$ cat config.mk
export PLATFORM = sky130hd
export DESIGN_NAME = lcd_refresh_seq
export DESIGN_NICKNAME = d
export VERILOG_FILES = /design/src/rtl/lcd_refresh_seq.sv
export SDC_FILE = /design/constraint.sdc
export NUM_CORES = 1
export LEC_CHECK = 0
export ABC_AREA = 1
export CAP_MARGIN = 40
export CORE_ASPECT_RATIO = 0.75
export CORE_UTILIZATION = 40
export DETAILED_ROUTE_END_ITERATION = 8
export PLACE_DENSITY = 0.53
export RECOVER_POWER = 50
export SLEW_MARGIN = 30
export SYNTH_ARGS = -nofsm -noshare
export SYNTH_HDL_FRONTEND = slang
export SYNTH_SLANG_ARGS = --single-unit
$ cat constraint.sdc
create_clock -name clk -period 4.85 [get_ports clk]
set_clock_uncertainty 0.1 [all_clocks]
set_input_delay 0.97 -clock clk [delete_from_list [all_inputs] [get_ports clk]]
set_output_delay 0.97 -clock clk [all_outputs]
set_load 0.03 [all_outputs]
$ cat src/rtl/lcd_refresh_seq.sv
// HD44780 16x2 sequencer: power-on init, then repeated copies of a 32-byte buffer to the panel.
// Define LCD_REFRESH_DIRTY_EN to refresh only after buffer writes (IDLE between passes).
module lcd_refresh_seq #(
    parameter int unsigned E_PULSE  = 25,
    parameter int unsigned CMD_WAIT = 2500,
    parameter int unsigned CLR_WAIT = 100000,
    parameter int unsigned PWR_WAIT = 1000000
) (
    input  logic       clk,
    input  logic       reset_n,
    input  logic       wr_en,
    input  logic [4:0] wr_addr,
    input  logic [7:0] wr_data,
    output logic       ready,
    output logic       frame_done,
    output logic       lcd_en,
    output logic       lcd_rs,
    output logic       lcd_rw,
    output logic [7:0] lcd_data
);

    localparam int unsigned MAX_A   = (PWR_WAIT > CLR_WAIT) ? PWR_WAIT : CLR_WAIT;
    localparam int unsigned MAX_B   = (CMD_WAIT > E_PULSE) ? CMD_WAIT : E_PULSE;
    localparam int unsigned MAX_CNT = (MAX_A > MAX_B) ? MAX_A : MAX_B;
    localparam int          CNT_W   = $clog2(MAX_CNT + 1);

    localparam logic [CNT_W-1:0] PWR_LAST = CNT_W'(PWR_WAIT - 1);
    localparam logic [CNT_W-1:0] E_LAST   = CNT_W'(E_PULSE - 1);
    localparam logic [CNT_W-1:0] CMD_LAST = CNT_W'(CMD_WAIT - 1);
    localparam logic [CNT_W-1:0] CLR_LAST = CNT_W'(CLR_WAIT - 1);

    typedef enum logic [2:0] {
        ST_PWR,
        ST_INIT,
        ST_ADDR0,
        ST_LINE0,
        ST_ADDR1,
        ST_LINE1
`ifdef LCD_REFRESH_DIRTY_EN
        , ST_IDLE
`endif
    } state_t;

    typedef enum logic [1:0] {
        PH_SETUP,
        PH_EHIGH,
        PH_HOLD
    } phase_t;

    state_t           state_q, state_d;
    phase_t           phase_q, phase_d;
    logic [CNT_W-1:0] cnt_q, cnt_d;
    logic [4:0]       idx_q, idx_d;
    logic [7:0]       mem_q [32];
    logic [7:0]       mem_d [32];
    logic             lcd_en_q, lcd_en_d;
    logic             lcd_rs_q, lcd_rs_d;
    logic [7:0]       lcd_data_q, lcd_data_d;
    logic             ready_q, ready_d;
    logic             frame_done_q, frame_done_d;
`ifdef LCD_REFRESH_DIRTY_EN
    logic             dirty_q, dirty_d;
`endif

    logic             launch;
    logic             hold_done;
    logic             clr_cmd;
    state_t           nxt_state;
    logic [4:0]       nxt_idx;

    function automatic logic [7:0] init_cmd(input logic [1:0] i);
        case (i)
            2'd0:    init_cmd = 8'h38;
            2'd1:    init_cmd = 8'h0C;
            2'd2:    init_cmd = 8'h06;
            default: init_cmd = 8'h01;
        endcase
    endfunction

    always_comb begin
        state_d      = state_q;
        phase_d      = phase_q;
        cnt_d        = cnt_q;
        idx_d        = idx_q;
        lcd_en_d     = lcd_en_q;
        lcd_rs_d     = lcd_rs_q;
        lcd_data_d   = lcd_data_q;
        ready_d      = ready_q;
        frame_done_d = 1'b0;
        mem_d        = mem_q;
        if (wr_en) begin
            mem_d[wr_addr] = wr_data;
        end
        launch    = 1'b0;
        hold_done = 1'b0;
        nxt_state = state_q;
        nxt_idx   = idx_q;
        clr_cmd   = (state_q == ST_INIT) && (idx_q == 5'd3);

`ifdef LCD_REFRESH_DIRTY_EN
        // A write in the ADDR0 SETUP cycle wins over the clear, so it still gets its own pass.
        dirty_d = dirty_q;
        if ((state_q == ST_ADDR0) && (phase_q == PH_SETUP)) begin
            dirty_d = 1'b0;
        end
        if (wr_en) begin
            dirty_d = 1'b1;
        end
`endif

        case (state_q)
            ST_PWR: begin
                if (cnt_q == PWR_LAST) begin
                    launch    = 1'b1;
                    nxt_state = ST_INIT;
                    nxt_idx   = 5'd0;
                end else begin
                    cnt_d = cnt_q + CNT_W'(1);
                end
            end
`ifdef LCD_REFRESH_DIRTY_EN
            ST_IDLE: begin
                if (dirty_q) begin
                    launch    = 1'b1;
                    nxt_state = ST_ADDR0;
                    nxt_idx   = 5'd0;
                end
            end
`endif
            default: begin
                case (phase_q)
                    PH_SETUP: begin
                        lcd_en_d = 1'b1;
                        phase_d  = PH_EHIGH;
                        cnt_d    = '0;
                    end
                    PH_EHIGH: begin
                        if (cnt_q == E_LAST) begin
                            lcd_en_d = 1'b0;
                            phase_d  = PH_HOLD;
                            cnt_d    = '0;
                        end else begin
                            cnt_d = cnt_q + CNT_W'(1);
                        end
                    end
                    default: begin
                        if (cnt_q == (clr_cmd ? CLR_LAST : CMD_LAST)) begin
                            hold_done = 1'b1;
                        end else begin
                            cnt_d = cnt_q + CNT_W'(1);
                        end
                    end
                endcase
            end
        endcase

        // The character index runs 0..31 across both lines and wraps only after LINE1.
        if (hold_done) begin
            launch = 1'b1;
            case (state_q)
                ST_INIT: begin
                    if (idx_q == 5'd3) begin
                        nxt_state = ST_ADDR0;
                        nxt_idx   = 5'd0;
                        ready_d   = 1'b1;
                    end else begin
                        nxt_idx = idx_q + 5'd1;
                    end
                end
                ST_ADDR0: nxt_state = ST_LINE0;
                ST_LINE0: begin
                    nxt_idx = idx_q + 5'd1;
                    if (idx_q == 5'd15) begin
                        nxt_state = ST_ADDR1;
                    end
                end
                ST_ADDR1: nxt_state = ST_LINE1;
                default: begin
                    nxt_idx = idx_q + 5'd1;
                    if (idx_q == 5'd31) begin
                        frame_done_d = 1'b1;
                        nxt_state    = ST_ADDR0;
`ifdef LCD_REFRESH_DIRTY_EN
                        launch  = 1'b0;
                        state_d = ST_IDLE;
                        idx_d   = 5'd0;
                        cnt_d   = '0;
`endif
                    end
                end
            endcase
        end

        // Next transfer's SETUP; a write landing on the same edge is forwarded.
        if (launch) begin
            state_d  = nxt_state;
            idx_d    = nxt_idx;
            phase_d  = PH_SETUP;
            cnt_d    = '0;
            lcd_en_d = 1'b0;
            case (nxt_state)
                ST_INIT: begin
                    lcd_rs_d   = 1'b0;
                    lcd_data_d = init_cmd(nxt_idx[1:0]);
                end
                ST_ADDR0: begin
                    lcd_rs_d   = 1'b0;
                    lcd_data_d = 8'h80;
                end
                ST_ADDR1: begin
                    lcd_rs_d   = 1'b0;
                    lcd_data_d = 8'hC0;
                end
                default: begin
                    lcd_rs_d   = 1'b1;
                    lcd_data_d = (wr_en && (wr_addr == nxt_idx)) ? wr_data : mem_q[nxt_idx];
                end
            endcase
        end
    end

    always_ff @(posedge clk or negedge reset_n) begin
        if (!reset_n) begin
            state_q      <= ST_PWR;
            phase_q      <= PH_SETUP;
            cnt_q        <= '0;
            idx_q        <= 5'd0;
            lcd_en_q     <= 1'b0;
            lcd_rs_q     <= 1'b0;
            lcd_data_q   <= 8'h00;
            ready_q      <= 1'b0;
            frame_done_q <= 1'b0;
            for (int i = 0; i < 32; i++) begin
                mem_q[i] <= 8'h20;
            end
`ifdef LCD_REFRESH_DIRTY_EN
            dirty_q      <= 1'b0;
`endif
        end else begin
            state_q      <= state_d;
            phase_q      <= phase_d;
            cnt_q        <= cnt_d;
            idx_q        <= idx_d;
            lcd_en_q     <= lcd_en_d;
            lcd_rs_q     <= lcd_rs_d;
            lcd_data_q   <= lcd_data_d;
            ready_q      <= ready_d;
            frame_done_q <= frame_done_d;
            mem_q        <= mem_d;
`ifdef LCD_REFRESH_DIRTY_EN
            dirty_q      <= dirty_d;
`endif
        end
    end

    assign ready      = ready_q;
    assign frame_done = frame_done_q;
    assign lcd_en     = lcd_en_q;
    assign lcd_rs     = lcd_rs_q;
    assign lcd_rw     = 1'b0;
    assign lcd_data   = lcd_data_q;

endmodule

# ---- Yosys cells after proc, flatten, opt, wreduce, memory -nomap -nowiden
# Cells that the tools add are included.
dict set report classes {
  n_addsub 2
  magnitude_cmp 3
  n_eq_ne 21
  mux 46
  n_bitwise 2
  reduce_logical 14
}
# op n
set op_table {}
lappend op_table {{bitwise mux 256 bit} 1}
lappend op_table {{two-way mux 20 bit} 5}
lappend op_table {{binary-select mux 8 bit (select 5 bit)} 1}
lappend op_table {{demux 8 bit (select 5 bit)} 1}
lappend op_table {{one-hot mux 20 bit (2 select lines)} 1}
lappend op_table {{two-way mux 8 bit} 4}
lappend op_table {{one-hot mux 8 bit (3 select lines)} 1}
lappend op_table {{adder 20 x 1 -> 20 bit (second input constant)} 1}
lappend op_table {{== test 20 x 17 -> 1 bit} 1}
lappend op_table {{== test 20 bit (second input constant)} 1}
lappend op_table {{== test 20 x 5 -> 1 bit (second input constant)} 1}
lappend op_table {{two-way mux 5 bit} 4}
lappend op_table {{two-way mux 3 bit} 6}
lappend op_table {{one-hot mux 6 bit (3 select lines)} 1}
lappend op_table {{two-way mux 17 bit} 1}
lappend op_table {{two-way mux 1 bit} 13}
lappend op_table {{greater-or-equal comparator 6 bit (second input constant)} 2}
lappend op_table {{inverter 5 -> 6 bit} 2}
lappend op_table {{one-hot mux 3 bit (4 select lines)} 1}
lappend op_table {{one-hot mux 5 bit (2 select lines)} 1}
lappend op_table {{== test 3 x 2 -> 1 bit (second input constant)} 3}
lappend op_table {{== test 3 x 1 -> 1 bit (second input constant)} 2}
lappend op_table {{== test 3 bit (second input constant)} 2}
lappend op_table {{less-than comparator 6 x 1 -> 1 bit (second input constant)} 1}
lappend op_table {{other kinds (22)} 31}
dict set report totals {
  reg_bits 298
  in_bits 16
  elab_cells 129
}

# ---- Logic depth before layout (Yosys ltp)
# Gate-level depths: netlist of the first run.
dict set report depth {
  ltp_word 14
  ltp_mapped 22
}

# ---- Least setup slack after synthesis of the first run
# No wires, ideal clock.
dict set report synth_path {
  kind {input port to flip-flop}
  start {input port wr_addr[0]}
  end {register mem_q[64] (netlist bit)}
  arrival_ps 2520
  t_required_ps 4618
  slack_ps 2098
  cell_stages 6
  path_buffers 1
  cell_sequence {inv_1 > nor3_1 > inv_1 > nor4_1 > clkbuf_1 > o21ai_0}
}
dict set report synth_between {
  elab_chain_cells 6
  elab_cells_between_ends 7
  cone_classes {order compare (2); mux (3); bitwise (1); reduce/logical (1)}
}
# element line
set synth_lines {}
lappend synth_lines {{start: declaration} 12} ;# input logic [4:0] wr_addr,
lappend synth_lines {{inverter 5 -> 6 bit (not written as such) (*)} 92} ;# mem_d[wr_addr] = wr_data;
lappend synth_lines {{greater-or-equal comparator 6 bit (not written as such) or less-than comparator 6 x 1 -> 1 bit (tied branches)} 92}
lappend synth_lines {{logical AND 1 bit (not written as such)} 92}
lappend synth_lines {{two-way mux 8 bit (not written as such)} 92}
lappend synth_lines {{demux 8 bit (select 5 bit) (*)} 92}
lappend synth_lines {{bitwise mux 256 bit (*)} 92}
lappend synth_lines {{end signal: assignment} 249} ;# mem_q <= mem_d;
lappend synth_lines {{end: declaration} 54} ;# logic [7:0] mem_q [32];
# Every way passes the cells marked *; elsewhere a longest branch is shown, timed or not.
# A chain may end at the register's enable or synchronous reset.

# ---- Worst setup path in the final report of the first run
dict set report layout_path {
  start {register idx_q[0]}
  end {register lcd_data_q[3] (netlist: lcd_data[3])}
}
dict set report layout_between {
  elab_chain_cells 14
  elab_cells_between_ends 36
  cone_classes {add/sub (1); eq/ne (10); mux (21); bitwise (1); reduce/logical (3)}
}
# element line
set layout_lines {}
lappend layout_lines {{start: declaration} 53} ;# logic [4:0] idx_q, idx_d;
lappend layout_lines {{start signal: assignment} 243} ;# idx_q <= idx_d;
lappend layout_lines {{== test 5 x 2 -> 1 bit} {98, 162}}
lappend layout_lines {{logical AND 1 bit} 98} ;# clr_cmd = (state_q == ST_INIT) && (idx_q == 5'd3);
lappend layout_lines {{two-way mux 17 bit} 147} ;# if (cnt_q == (clr_cmd ? CLR_LAST : CMD_LAST)) begin
lappend layout_lines {{== test 20 x 17 -> 1 bit} 147}
lappend layout_lines {{two-way mux 1 bit} 147}
lappend layout_lines {{two-way mux 1 bit} 131} ;# case (phase_q)
lappend layout_lines {{two-way mux 1 bit} 111} ;# case (state_q)
lappend layout_lines {{two-way mux 5 bit} 158} ;# if (hold_done) begin
lappend layout_lines {{inverter 5 -> 6 bit (not written as such)} 216} ;# lcd_data_d = (wr_en && (wr_addr == nxt_idx)) ? wr_data : mem_q[nxt_idx];
lappend layout_lines {{binary-select mux 8 bit (select 5 bit)} 216}
lappend layout_lines {{two-way mux 8 bit (not written as such) (2 in a row)} 216}
lappend layout_lines {{two-way mux 8 bit} 216}
lappend layout_lines {{one-hot mux 8 bit (3 select lines)} 201} ;# case (nxt_state)
lappend layout_lines {{end signal: assignment} 246} ;# lcd_data_q <= lcd_data_d;
lappend layout_lines {{end: declaration} 58} ;# logic [7:0] lcd_data_q, lcd_data_d;
# Parallel ways exist; a longest one is shown, timed or not. The select of a mux whose other input is x is not followed.

==> metrics.cfg, run 1 <==
[outcome]
status = complete, but fails checks
violations = capacitance limit, slew limit

[sta]
finalMaxSlewViolations = 98
timing.setup.tns_ps = 0
period_needed_ps = 3890
final_hold_viol_count = 0
setup_slack_ps = 963
tightest_slew_ps = 2700
fin_crit_sh_pct = 80.1
slew_headroom_pct = -79.9
rsz0062_at_grt = false
setup-violations-final = 0
fmax_ghz = 0.257
hold_slack_ps = 360

[place]
pre_cts_ws_ps = 1220
hpwl_um = 29900
io_buffers = 27
gp_congestion = 0.901
place_area_um2 = 15700

[global_routing]
grt_pass1_vias = 12200
grt_antenna_before_repair = 0
grt_max_degree = 125
grt_pass1_wl_um = 73000
grt.total_usage_pct = 24.9
grt_overflow = 0

[finish]
multiInputGateArea_um2 = 6400
final.fill_count = 3757
fin_nets = 1954
drive_gt1_share_pct = 8.70
seq_area_um2 = 7470
final_area_um2 = 16700
antenna_cells = 0
layout-area-overhead-vs-synth_pct = 11.3

[die]
rows = 61
die_h_um = 170
num_io_pins = 29
core_um2 = 37000
start_util_pct = 40.6
dieArea_um2 = 38400
fp.dieW_um = 226

[clock_tree]
clock_latency_ps = 540
postCtsSetupBuffers = 0
clockBufferDepth = 3
cts_sinks = 297
htreeDepth = 2
tritoncts = done
clkTransAtPathRegs_ps = 60
cts_inserted_buffers = 34
cts_resized = 0
holdBufCountCts = 0
cts_root_buf = clkbuf_16

[power_and_ir_drop]
combPwrFrac_pct = 13.2
p_seq_share_pct = 47.7
switching_share_pct = 27.5
p_per_area_nw_per_um2 = 391
ir_drop_mv = 0.251
p_leak_nw = 8.05
internal_power_mw = 4.74
pwr-share-clk_pct = 39.1
p_sw_mw = 1.80

[critical_path]
timing.rr.end = lcd_data[3]$_DFFE_PN0N_
worstSetupPathType = register to register
cp.required_ps = 5150
r2r_start = idx_q[0]$_DFFE_PN0N_
r2r_setup_slack_ps = 960
crit_path_end_kind = register
crit_path_start_kind = register
arrival_ps = 4190
rr_worst_depth = 21
cp_max_fo = 17

[logic_synthesis]
synth_edf_count = 0
ys_ff_latch = 297
yosysWarnings = 0
syn_avg_cell_area_um2 = 7.70
yosysSeqAreaShare_pct = 49.7
synthFlopType = dfrtp_1
syn_nets = 1977
synth_area_um2 = 15000
async_flop_share_pct = 100
synthCells = 1953
synthDistinctLibCells = 44

[detailed_routing]
vias = 12800
drt-initial-drc-count = 1156
vias_per_cell = 5.23
postRouteAntennaNets = 0
wirelength_um = 46100
drcViolationCount = 0
drt_pass1_iterations = 5
wire_per_inst_um = 18.7

[flow_run]
maxCapViolCount = 1

[min_path]
min_from = cnt_q[0]$_DFFE_PN0P_
hold_class = register to register
hold_depth = 1
min_to = cnt_q[0]$_DFFE_PN0P_

worst max-delay path: stages, from the launching register on:
cell	delay (ps)
dfrtp_1	400
ha_1	210
clkinv_1	90
nor2_1	130
nand2_1	70
nor2_1	160
nand2_1	90
nand2_1	70
nand4_1	290
nand2_1	420
nand2_1	120
nand2_1	90
nand2_2	100
inv_2	330
buf_4	310
nand3_1	250
nand3_1	170
nand3_1	80
nand2_1	80
nand2_1	60
nand2_1	80
a21oi_2	50
area by class of cell:
| type | instances | share of cell area (%) |
|---|---|---|
| multi-input cells | 1384 | 38.3 |
| clock buffers | 52 | 6.10 |
| clock inverters | 9 | 0.494 |
| flip-flops and latches | 297 | 44.7 |
| well taps | 504 | 3.77 |
| repair buffers | 57 | 3.19 |
| inverters | 156 | 3.52 |
worst max path at each step:
stage | to | slack, ps | startpoint
CTS | lcd_data[6]$_DFFE_PN0N_ | 1180 | idx_q[0]$_DFFE_PN0N_
detailed placement | lcd_data[6]$_DFFE_PN0N_ | 1220 | idx_q[0]$_DFFE_PN0N_
floorplan | mem_q[64]$_DFFE_PN0P_ | 2100 | wr_addr[0]
finish | lcd_data[3]$_DFFE_PN0N_ | 960 | idx_q[0]$_DFFE_PN0N_
global placement | lcd_data[6]$_DFFE_PN0N_ | 1300 | idx_q[0]$_DFFE_PN0N_
global route | mem_q[1]$_DFFE_PN0P_ | 440 | reset_n
stage by stage:
step                      utilization, %  total power [mW]  instances
final                               45.2              6.54       2459
after global routing                45.2              6.90       2459
after CTS                           45.3              6.61       2458
after detailed placement            42.3              4.02       2397
after global placement              42.3              3.99       2397
after floorplan                        -              3.68       1953
power by group through the flow:
stage	clock network [mW]	registers (mW)	logic [mW]
6_report	2.56	3.12	0.865
5_1_grt	2.72	3.17	1.01
4_1_cts	2.62	3.12	0.866
3_5_place_dp	0	3.16	0.865
3_3_place_gp	0	3.15	0.845
2_1_floorplan	0	3.10	0.579
state kept, by name (all words and copies together) (netlist names):
signal and count:
cnt_q 20, frame_done 1, idx_q 5, lcd_data 8, lcd_rs 1, mem_q 256, phase_q 2, ready 1
state_q 3
cells in the mapped netlist (all sizes together), types with 2 or more instances:
cell type | number | area share, %
or2 | 8 | 0.33
nand2 | 693 | 18
a21oi | 26 | 1.0
buf | 55 | 2.2
clkbuf | 61 | 1.5
nand3 | 189 | 6.3
o211ai | 32 | 1.6
nand3b | 22 | 1.1
dfstp | 32 | 5.6
nor3 | 26 | 0.87
o21ai | 276 | 9.2
xor2 | 12 | 0.70
nor2 | 71 | 2.0
o22ai | 2 | 0.083
nand4 | 7 | 0.43
dfrtp | 265 | 44
inv | 156 | 3.9
ha | 8 | 0.67
nor4 | 6 | 0.39
per-layer routing:
metal | GRT usage (%) | wire [um] | share of wire, % | up-vias
li1 | - | - | - | 6271
met1 | 37.9 | 22600 | 49 | 6162
met2 | 35.3 | 19200 | 42 | 360
met3 | 5.89 | 3410 | 7.4 | 56
met4 | 5.77 | 832 | 1.8 | 0
met5 | 0 | 0 | 0 | -
placed cells by master, fill, tap and decap left out, types with 4 or more instances in the layout:
cell,count
clkbuf_8,8
buf_12,4
a21oi_1,21
clkbuf_2,4
clkinv_2,5
clkdlybuf4s50_1,26
o211ai_1,32
buf_4,23
a21oi_2,5
o21ai_0,273
inv_2,15
xor2_1,12
dfrtp_1,265
ha_1,8
nand3b_1,21
nand4_1,6
nand2_1,680
clkbuf_1,9
clkbuf_16,35
dfstp_2,32
nor3_1,26
nand2_2,10
nor2_1,66
nand3_1,188
inv_1,138
or2_2,8
logic make-up (layout without fill, tap and decap cells):
kind of cell	Yosys count	after routing	synth area share, %
xor+xnor	12	12	0.699
fa+ha+maj	8	8	0.666
simple gates	1023	1023	29.2
buf+inv	272	274	7.59
other cells	1	1	0.0249
flops	297	297	49.7
compound gates	340	340	12.1
No activity file was read; power rests on OpenSTA's default activity.
==> run 2: changes to the inputs <==
--- a/config.mk
+++ b/config.mk
@@ -10,7 +10,7 @@
 export CORE_ASPECT_RATIO = 0.75
 export CORE_UTILIZATION = 40
 export DETAILED_ROUTE_END_ITERATION = 8
-export PLACE_DENSITY = 0.53
+export PLACE_DENSITY = 0.55
 export RECOVER_POWER = 50
 export SLEW_MARGIN = 30
 export SYNTH_ARGS = -nofsm -noshare
==> constraint.sdc (replaced) <==
create_clock -name clk -period 3.15 [get_ports clk]
set_clock_uncertainty 0.1 [all_clocks]
set_input_delay 0.63 -clock clk [delete_from_list [all_inputs] [get_ports clk]]
set_output_delay 0.63 -clock clk [all_outputs]
set_load 0.03 [all_outputs]
==> metrics.cfg, run 2 (synthesized netlist as in run 1, its figures left out) <==
[finish]
seq_area_um2 = 7470  ; unchanged
layout-area-overhead-vs-synth_pct = 18.5
max_flop_register = mem_q
fin_nets = 2025  ; +3.6%
final_common_cell = nand2_1
multiInputGateArea_um2 = 6570  ; +2.6%
fin_util_pct = 48.1  ; +2.9 points
final_area_um2 = 17800  ; +6.4%
drive_gt1_share_pct = 13.0  ; +4.3 points
layout_common_cells = 670 x nand2_1, 271 x o21ai_0, 265 x dfrtp_1
largest_reg_flops = 256  ; unchanged
final.fill_count = 3629  ; -3.4%
antenna_cells = 0  ; unchanged

[critical_path]
cp_common_cell = nand2_1
cp_max_fo = 7  ; -10
crit_path_start_kind = register
worstSetupPathType = register to register
slowest_stage = dfrtp_1
crit_path_end_kind = register
max_stage_delay_ps = 400  ; -20 ps
cp.required_ps = 3460  ; -1690 ps
arrival_ps = 3430  ; -760 ps
crit_buf_inv = 3  ; unchanged
cp_cell_sequence = ha_2, inv_2, nor2_2, nand2_1, nor2_2, nand2_2, a21oi_4, nand4_4, nand2_8, clkinv_8, buf_16, nand2_1, nand2_1, nand2_1, o211ai_1, nand3_1, nand3_1, nand2_1, nand2_1, nand2_2, nand2_1
cp_top_family = simple AND/OR/NAND/NOR gates

[die]
fp.dieW_um = 226  ; unchanged
dieArea_um2 = 38400  ; unchanged
core_um2 = 37000  ; unchanged
rows = 61  ; unchanged
num_io_pins = 29  ; unchanged
die_h_um = 170  ; unchanged
start_util_pct = 40.6  ; unchanged

[detailed_routing]
drcViolationCount = 0  ; unchanged
vias_per_cell = 5.32  ; +1.9%
vias = 13500  ; +4.8%
drt_pass1_iterations = 6  ; +1
drt-initial-drc-count = 1442  ; +25%
postRouteAntennaNets = 0  ; unchanged
wirelength_um = 49200  ; +6.9%
wire_per_inst_um = 19.5  ; +3.9%

[flow_run]
maxCapViolCount = 1  ; unchanged

[global_routing]
use_met1_pct = 41.4  ; +3.6 points
grt.total_usage_pct = 25.5  ; +0.61 points
busiest_layer = met1
use_met2_pct = 33.7  ; -1.6 points
grt_max_degree = 69  ; -45%
grt_pass1_wl_um = 74400  ; +1.9%
grt_overflow = 0  ; unchanged
use_met3_pct = 4.42  ; -1.5 points
grt_antenna_before_repair = 0  ; unchanged
grt_pass1_vias = 12100  ; -0.17%

[clock_tree]
clkTransAtPathRegs_ps = 60  ; about the same
cts_inserted_buffers = 34  ; unchanged
cts_root_buf = clkbuf_16
tritoncts = done
clockBufferDepth = 3  ; unchanged
htreeDepth = 2  ; unchanged
clock_latency_ps = 530  ; about the same
cts_sinks = 297  ; unchanged

[power_and_ir_drop]
combPwrFrac_pct = 13.6  ; +0.4 points
p_per_area_nw_per_um2 = 565  ; +45%
p_seq_share_pct = 47.8  ; about the same
switching_share_pct = 27.6  ; +0.074 points
p_leak_nw = 8.59  ; +6.7%
ir_drop_mv = 0.318  ; +26%
p_sw_mw = 2.77  ; +54%
pwr-share-clk_pct = 38.7  ; -0.4 points
internal_power_mw = 7.29  ; +54%

[sta]
fmax_ghz = 0.321  ; +25%
rsz0062_at_grt = true
setup-violations-final = 0  ; unchanged
fin_crit_sh_pct = 98.9  ; +19 points
finalMaxSlewViolations = 51  ; -48%
period_needed_ps = 3120  ; -770 ps
slew_headroom_pct = -1.25  ; +79 points
final_hold_viol_count = 0  ; unchanged
tightest_slew_ps = 1520  ; -1180 ps
timing.setup.tns_ps = 0  ; unchanged

[place]
place_area_um2 = 16200  ; +3.4%
hpwl_um = 30900  ; +3.4%
io_buffers = 27  ; unchanged
gp_congestion = 0.923  ; +2.5%

[outcome]
status = complete, but fails checks
violations = capacitance limit, slew limit

[min_path]
hold_class = register to register

## run 2: power groups by stage
stage               registers [mW]  logic [mW]  clock network [mW]
floorplan                     4.78       0.892                   0
global placement              4.85        1.32                   0
detailed placement            4.86        1.35                   0
CTS                           4.80        1.35                3.97
global route                  4.88        1.59                4.16
finish                        4.81        1.37                3.89
## run 2: final cells by class
class	instances	area share [%]
clock buffers	50	5.63
clock inverters	10	0.457
inverters	156	3.39
multi-input cells	1385	36.9
flip-flops and latches	297	42.0
well taps	504	3.54
repair buffers	127	8.13
## run 2: what timing repair did
item | 4_1_cts | 5_1_grt
buffers inserted | 0 | 8
hold buffers | 1 | 0
pin swaps | 0 | 15
cloned | 2 | 10
endpoints found under the hold margin | 47 | 0
endpoints found under the setup margin | 6 | 8
gates resized for setup | 9 | 39
## run 2: per-layer routing
layer  share of wire [%]  routed length (um)
met2                  40               19600
met1                  50               24500
met3                 8.3                4070
met5                   0                   0
met4                 2.2                1070
## run 2: metrics by stage
step                power [mW]  setup slack, ps  instances  hold slack (ps)
finish                    10.1             33.9       2529              358
global route              10.6            -75.6       2529              390
CTS                       10.1             2.08       2511              357
detailed placement        6.21             -115       2448              350
global placement          6.17             -132       2448              347
floorplan                 5.67              647       1953              234
## run 2: path summary, 6_finish.rpt
path / start / end / slack [ps] / cells after the start
max: idx_q[1]$_DFFE_PN0N_ / lcd_data[6]$_DFFE_PN0N_ / 30 / 21
min: cnt_q[0]$_DFFE_PN0P_ / cnt_q[0]$_DFFE_PN0P_ / 360 / 1
max reg2reg: idx_q[1]$_DFFE_PN0N_ / lcd_data[6]$_DFFE_PN0N_ / 30 / 21
min reg2reg: cnt_q[0]$_DFFE_PN0P_ / cnt_q[0]$_DFFE_PN0P_ / 360 / 1
max in group asynchronous: reset_n / mem_q[250]$_DFFE_PN0P_ / 640 / 3
min in group asynchronous: reset_n / cnt_q[13]$_DFFE_PN0P_ / 930 / 2
